File: config.mk
export PLATFORM = sky130hd
export DESIGN_NAME = tm_lif_array
export DESIGN_NICKNAME = d
export VERILOG_FILES = /design/src/rtl/tm_lif_pkg.sv /design/src/rtl/tm_lif_array_slot_update.sv /design/src/rtl/tm_lif_array.sv
export SDC_FILE = /design/constraint.sdc
export NUM_CORES = 2
export LEC_CHECK = 0
export CORE_UTILIZATION = 45
export CTS_BUF_LIST = sky130_fd_sc_hd__clkbuf_8
export CTS_CLUSTER_SIZE = 12
export DETAILED_ROUTE_END_ITERATION = 16
export GPL_ROUTABILITY_DRIVEN = 0
export PLACE_DENSITY = 0.69
export SYNTH_ARGS = -nofsm -noshare
export SYNTH_HDL_FRONTEND = slang
export SYNTH_SLANG_ARGS = --single-unit
File: constraint.sdc
create_clock -name clk_in -period 21.4 [get_ports clk_in]
set_clock_uncertainty 0.1 [all_clocks]
set_input_delay 3.21 -clock clk_in [delete_from_list [all_inputs] [get_ports clk_in]]
set_output_delay 3.21 -clock clk_in [all_outputs]
set_load 0.05 [all_outputs]
File: src/rtl/tm_lif_pkg.sv
// tm_lif_pkg: shared widths and per-neuron state record for the LIF array.
// Provides ACC_W/IDX_W derivations and lif_state_t {v, acc, refc}.
package tm_lif_pkg;

  localparam int DEF_V_W   = 10;
  localparam int DEF_SYN_W = 10;
  localparam int DEF_REF_W = 4;

  function automatic int acc_w(input int syn_w);
    return syn_w + 2;
  endfunction

  function automatic int idx_w(input int n);
    return $clog2(n);
  endfunction

  typedef struct packed {
    logic [DEF_V_W-1:0]     v;
    logic [DEF_SYN_W+1:0]   acc;
    logic [DEF_REF_W-1:0]   refc;
  } lif_state_t;

endpackage

File: src/rtl/tm_lif_array_slot_update.sv
// lif_slot_update: combinational charge/leak/threshold/refractory step.
// In: one neuron's v/acc/ref, tick flags, config. Out: next v/acc/ref, spike.
module lif_slot_update #(
  parameter int V_W   = 10,
  parameter int ACC_W = 12,
  parameter int REF_W = 4
) (
  input  logic [V_W-1:0]   v_i,
  input  logic [ACC_W-1:0] acc_i,
  input  logic [REF_W-1:0] ref_i,
  input  logic             charge_tick_i,
  input  logic             leak_tick_i,
  input  logic [V_W-1:0]   vth_i,
  input  logic [V_W-1:0]   vrst_i,
  input  logic [REF_W-1:0] refrac_i,
  output logic [V_W-1:0]   v_o,
  output logic [ACC_W-1:0] acc_o,
  output logic [REF_W-1:0] ref_o,
  output logic             spike_o
);

  localparam int S_W = ((V_W > ACC_W) ? V_W : ACC_W) + 1;
  localparam logic [V_W-1:0] VMAX = '1;

  logic [S_W-1:0] sum;
  logic [V_W-1:0] vc;
  logic [V_W-1:0] vn;

  always_comb begin
    sum = S_W'(v_i) + (charge_tick_i ? S_W'(acc_i) : S_W'(0));
    vc  = (sum > S_W'(VMAX)) ? VMAX : sum[V_W-1:0];
    vn  = (leak_tick_i && vc != '0) ? vc - 1'b1 : vc;
  end

  always_comb begin
    v_o     = vn;
    acc_o   = charge_tick_i ? '0 : acc_i;
    ref_o   = '0;
    spike_o = 1'b0;
    unique case (1'b1)
      (ref_i != '0): begin
        v_o   = vrst_i;
        acc_o = '0;
        ref_o = ref_i - 1'b1;
      end
      (vn >= vth_i): begin
        v_o     = vrst_i;
        ref_o   = refrac_i;
        spike_o = 1'b1;
      end
      default: ;
    endcase
  end

endmodule

File: src/rtl/tm_lif_array.sv
// tm_lif_array: N_NEURON LIF neurons sharing one slot datapath, one slot/cycle.
// In: clk_in, reset, syn_* events, rates, Vrst/Vth/refrac. Out: spike_*, sweep_done.
module tm_lif_array
  import tm_lif_pkg::*;
#(
  parameter int N_NEURON = 16,
  parameter int V_W      = 10,
  parameter int SYN_W    = 10,
  parameter int RATE_W   = 9,
  parameter int REF_W    = 4,
  localparam int IDX_W   = idx_w(N_NEURON),
  localparam int ACC_W   = acc_w(SYN_W)
) (
  input  logic              clk_in,
  input  logic              reset,
  input  logic              syn_valid,
  input  logic [IDX_W-1:0]  syn_idx,
  input  logic [SYN_W-1:0]  syn_i,
  input  logic [RATE_W-1:0] leak_rate,
  input  logic [RATE_W-1:0] charge_rate,
  input  logic [V_W-1:0]    Vrst,
  input  logic [V_W-1:0]    Vth,
  input  logic [REF_W-1:0]  refrac_sweeps,
  output logic              spike_valid,
  output logic [IDX_W-1:0]  spike_idx,
  output logic              sweep_done
);

  logic [V_W-1:0]    v_q   [N_NEURON];
  logic [ACC_W-1:0]  acc_q [N_NEURON];
  logic [REF_W-1:0]  ref_q [N_NEURON];

  logic [IDX_W-1:0]  idx_q;
  logic [RATE_W-1:0] lcnt_q, ccnt_q;
  logic [RATE_W-1:0] lcnt_d, ccnt_d;
  logic              lt_q, ct_q;
  logic [V_W-1:0]    vth_q, vrst_q;
  logic [REF_W-1:0]  refr_q;

  logic              spike_valid_q, sweep_done_q;
  logic [IDX_W-1:0]  spike_idx_q;

  logic              sweep_start;
  logic              leak_tick, charge_tick;
  logic [V_W-1:0]    vth_e, vrst_e;
  logic [REF_W-1:0]  refr_e;

  logic [V_W-1:0]    upd_v;
  logic [ACC_W-1:0]  upd_acc;
  logic [REF_W-1:0]  upd_ref;
  logic              upd_spike;

  logic              syn_drop;
  logic [ACC_W-1:0]  acc_base;
  logic [ACC_W:0]    acc_sum;
  logic [ACC_W-1:0]  acc_syn;

  // Slot 0 uses the live config/ticks; later slots see the copy taken there.
  assign sweep_start = (idx_q == '0);
  assign leak_tick   = sweep_start ? (lcnt_q == leak_rate)   : lt_q;
  assign charge_tick = sweep_start ? (ccnt_q == charge_rate) : ct_q;
  assign vth_e       = sweep_start ? Vth           : vth_q;
  assign vrst_e      = sweep_start ? Vrst          : vrst_q;
  assign refr_e      = sweep_start ? refrac_sweeps : refr_q;
  assign lcnt_d      = leak_tick   ? '0 : lcnt_q + 1'b1;
  assign ccnt_d      = charge_tick ? '0 : ccnt_q + 1'b1;

  lif_slot_update #(
    .V_W   (V_W),
    .ACC_W (ACC_W),
    .REF_W (REF_W)
  ) u_slot (
    .v_i           (v_q[idx_q]),
    .acc_i         (acc_q[idx_q]),
    .ref_i         (ref_q[idx_q]),
    .charge_tick_i (charge_tick),
    .leak_tick_i   (leak_tick),
    .vth_i         (vth_e),
    .vrst_i        (vrst_e),
    .refrac_i      (refr_e),
    .v_o           (upd_v),
    .acc_o         (upd_acc),
    .ref_o         (upd_ref),
    .spike_o       (upd_spike)
  );

  // An event hitting the slot being updated stacks on the post-update acc,
  // so a charge-cycle collision leaves exactly syn_i pending.
  assign syn_drop = (ref_q[syn_idx] != '0);
  assign acc_base = (syn_idx == idx_q) ? upd_acc : acc_q[syn_idx];
  assign acc_sum  = {1'b0, acc_base} + (ACC_W+1)'(syn_i);
  assign acc_syn  = acc_sum[ACC_W] ? '1 : acc_sum[ACC_W-1:0];

  always_ff @(posedge clk_in or posedge reset) begin
    if (reset) begin
      for (int i = 0; i < N_NEURON; i++) begin
        v_q[i]   <= '0;
        acc_q[i] <= '0;
        ref_q[i] <= '0;
      end
      idx_q         <= '0;
      lcnt_q        <= '0;
      ccnt_q        <= '0;
      lt_q          <= 1'b0;
      ct_q          <= 1'b0;
      vth_q         <= '0;
      vrst_q        <= '0;
      refr_q        <= '0;
      spike_valid_q <= 1'b0;
      spike_idx_q   <= '0;
      sweep_done_q  <= 1'b0;
    end else begin
      idx_q <= idx_q + 1'b1;
      if (sweep_start) begin
        lcnt_q <= lcnt_d;
        ccnt_q <= ccnt_d;
        lt_q   <= leak_tick;
        ct_q   <= charge_tick;
        vth_q  <= Vth;
        vrst_q <= Vrst;
        refr_q <= refrac_sweeps;
      end
      v_q[idx_q]   <= upd_v;
      acc_q[idx_q] <= upd_acc;
      ref_q[idx_q] <= upd_ref;
      if (syn_valid && !syn_drop) begin
        acc_q[syn_idx] <= acc_syn;
      end
      spike_valid_q <= upd_spike;
      if (upd_spike) begin
        spike_idx_q <= idx_q;
      end
      sweep_done_q <= (idx_q == IDX_W'(N_NEURON - 1));
    end
  end

  assign spike_valid = spike_valid_q;
  assign spike_idx   = spike_idx_q;
  assign sweep_done  = sweep_done_q;

endmodule

==> flow_metrics.tcl <==
set metrics [dict create \
    max_cap_viol_count 1 \
    cts_tree "yes" \
    synth_ff_type "dfrtp_1" \
    clockRootBuffer "clkbuf_8" \
    wl_met2_um 36100 \
    clkTransAtPathRegs_ns 0.05 \
    postCtsSetupRepairBufs 0 \
    hold_class "reg2reg" \
    dieArea_mm2 0.0576 \
    async_reset_ff_share_pct 100 \
    rows 86 \
    violations "max-capacitance violations" \
    portBuffers 64 \
    post-place-ws_ns 10.55 \
    tns_ns 0 \
    fmax_mhz 97.5 \
    tightest_slew_ns 1.48 \
    cp.required_ns 21.79 \
    core-area_mm2 0.0555 \
    cp_data_arrival_time_ns 10.66 \
    synth_mux_area_share_pct 17.2 \
    ys_types 69 \
    cts.path.max_buffers 3 \
    clkLatencyLatePin_ns 0.69 \
    yosys-top-cells-count "470 x dfrtp_1, 377 x nand2_1, 280 x o21ai_0" \
    synthCells 2483 \
    wl_met3_um 7150 \
    dpl.hpwl_um 47700 \
    swShare_pct 25.5 \
    setup.worst_path.class "in2reg" \
    avgSynthCellArea_um2 10.3 \
    drc 0 \
    ant_nets 0 \
    setup_viol 0 \
    grt_setup_unrepaired "false" \
    io-pin-count 65 \
    slew_violations 0 \
    switchingPower_w 0.000492 \
    grt_start_max_net_pins 115 \
    antenna_found_initial 3 \
    numCtsBuffers 80 \
    routed_wl_um 77900 \
    fin_util_pct 51.1 \
    dr_total_vias 20700 \
    comb_power_share_pct 7.6 \
    grt.overflow.total 0 \
    nets 2561 \
    synthTopCellsByArea "dfrtp_1 46%, mux4_2 16%, nand2_1 5.5%, o21ai_0 5.5%, a211oi_1 5.0%" \
    relSlewSlack_pct 0.445 \
    clkPwrFrac_pct 43.5 \
    end_kind "flip-flop" \
    fin_crit_ns 10.26 \
    fill_cells 4842 \
    seq_area_frac_synth_pct 46.1 \
    wirelength_met1_um 31000 \
    synthSimpleGateAreaFrac_pct 12.5 \
    cts_sinks 470 \
    grt_pass1_vias 20800 \
    leakage_nw 12.1 \
    pwr-share-seq_pct 48.9 \
    yosysWarnings 0 \
    layout-drive-gt1-share_pct 16.5 \
    yosysMostFrequentCell "dfrtp_1" \
    hold_violations 0 \
    status "complete, but fails checks" \
    grt_usage_pct 27.9 \
    syn_area_mm2 0.0255 \
    synth-compound-area-share_pct 16.7 \
    first_pass_iters 6 \
    drt_iter0_markers 2207 \
    wl_per_cell_um 23.8 \
    yosysTopAreaCell "dfrtp_1" \
    powerDensity_mw_per_mm2 68.0 \
    cts_hold_buf 0 \
    post-route-period-util_pct 47.9 \
    synth_edf_count 0 \
    ir_drop_mv 0.0415 \
    synth_top_family_by_area "multiplexers" \
    synth_fa_ha_area_share_pct 1.92 \
    area_growth_pct 11.4 \
    synth_fp_nets 2580 \
    fin_ws_ns 11.14 \
    synth_xor_area_share_pct 1.75 \
    cp_max_fo 15 \
    start_util_pct 45.9 \
    fp.dieH_um 240 \
    highest_layer "met5" \
    cp-start-kind "primary input" \
    vias_per_cell 6.33 \
    grt_pass1_wl_um 122000 \
    die-width_um 240 \
    ys_ff_latch 470 \
    cts-resized-gates 0 \
    synth_top_area_share_pct 46.1 \
    htreeDepth 3 \
    intPower_w 0.00144 \
]
==> cell type report <==
type / instances / area (um2) / area share (%)
Clock inverter: 31 / 206 / 0.727
Inverter: 26 / 105 / 0.370
Antenna cell: 2 / 5.00 / 0.0176
Timing Repair Buffer: 118 / 1050 / 3.70
Tap cell: 748 / 936 / 3.30
Multi-Input combinational cell: 1768 / 12900 / 45.4
Sequential cell: 470 / 11800 / 41.5
Clock buffer: 104 / 1430 / 5.04
==> routing by layer <==
layer  GRT usage, %  vias up
met1           37.3    10400
met4           14.6        2
met5              0        -
met3           5.49      242
met2           43.0     1071
li1               -     8997
==> registers in the layout (all words and copies together) (netlist names) <==
| register | flops |
|---|---|
| acc_q | 192 |
| v_q | 160 |
| refr_q | 4 |
| ref_q | 64 |
| spike_idx | 4 |
| ct_q | 1 |
| vrst_q | 10 |
| ccnt_q | 9 |
| sweep_done | 1 |
| lt_q | 1 |
| idx_q | 4 |
| spike_valid | 1 |
| lcnt_q | 9 |
| vth_q | 10 |
==> power by group through the flow <==
stage          Clock [W]  Combinational (W)  Sequential [W]
4_1_cts         0.000851           0.000147        0.000944
6_report        0.000839           0.000147        0.000944
3_3_place_gp           0           0.000142        0.000957
3_5_place_dp           0           0.000147        0.000959
5_1_grt         0.000891           0.000162        0.000948
2_1_floorplan          0          0.0000895        0.000962
==> worst max-delay path, stage by stage <==
cell	delay (ns)
clkdlybuf4s50_1	0.41
xnor2_1	0.19
nand4_1	0.17
nor4_4	0.59
a21oi_2	0.15
inv_1	0.28
and2_1	0.19
ha_1	0.18
inv_1	0.07
fa_1	0.47
nor2b_1	0.18
o31a_1	0.22
a41oi_1	0.18
xor2_1	0.27
nand4_1	0.24
o211ai_1	0.27
xor2_1	0.26
nand2b_1	0.15
ha_1	0.25
a21o_1	0.17
a2111oi_0	0.50
a41oi_1	0.18
buf_4	0.24
nand2b_1	0.47
o21ai_1	0.92
o21ai_0	0.21
==> through the flow <==
step / std cells / hold slack, ns / cell area, um2 / power, W
3_5_place_dp: 3130 / 0.350 / 26800 / 0.00111
2_1_floorplan: 2483 / 0.333 / 25500 / 0.00105
6_report: 3267 / 0.366 / 28400 / 0.00193
3_3_place_gp: 3130 / 0.352 / 26800 / 0.00110
4_1_cts: 3265 / 0.363 / 28400 / 0.00194
5_1_grt: 3266 / 0.399 / 28400 / 0.00200
==> cells by family after synthesis <==
logic type	after synthesis
muxes	207
buffers and inverters	245
xor gates and xnor gates	51
AOI/OAI and AO/OA	723
and+or+nand+nor	749
adders and majority gates	38
DFF	470
==> placed cells by master, fill, tap and decap left out, types with 8 or more instances in the layout <==
cell type,synthesis,final
a211oi_1,169,169
nand3_1,19,18
nand4_1,14,14
nor2_1,236,231
clkdlybuf4s50_1,0,62
a21o_1,8,8
xnor2_1,32,32
o21ai_1,12,12
clkbuf_8,0,104
mux2i_1,14,14
o21ai_0,280,280
nand2_1,377,363
mux2_2,8,8
mux4_2,185,185
nand2_2,0,14
ha_1,36,36
xor2_1,19,19
and2_1,13,13
nor3_2,0,8
a22oi_1,10,10
or4_1,8,8
nand2b_1,16,16
nor3_1,23,15
dfrtp_1,470,466
buf_4,4,54
inv_1,26,42
a21oi_1,194,194
nor4_1,12,10
==> path summary, 6_finish.rpt <==
kind	from	to	slack (ns)	cells past startpoint
max in group asynchronous	reset	acc_q[30]	14.94	5
min in group asynchronous	reset	v_q[11]	2.96	2
setup reg to reg	idx_q[1]	v_q[133]	12.13	28
hold reg to reg	vrst_q[4]	vrst_q[4]	0.37	2
setup / recovery	charge_rate[6]	v_q[133]	11.14	26
hold / removal	vrst_q[4]	vrst_q[4]	0.37	2
Note: power is estimated with default switching activity, not from simulation.
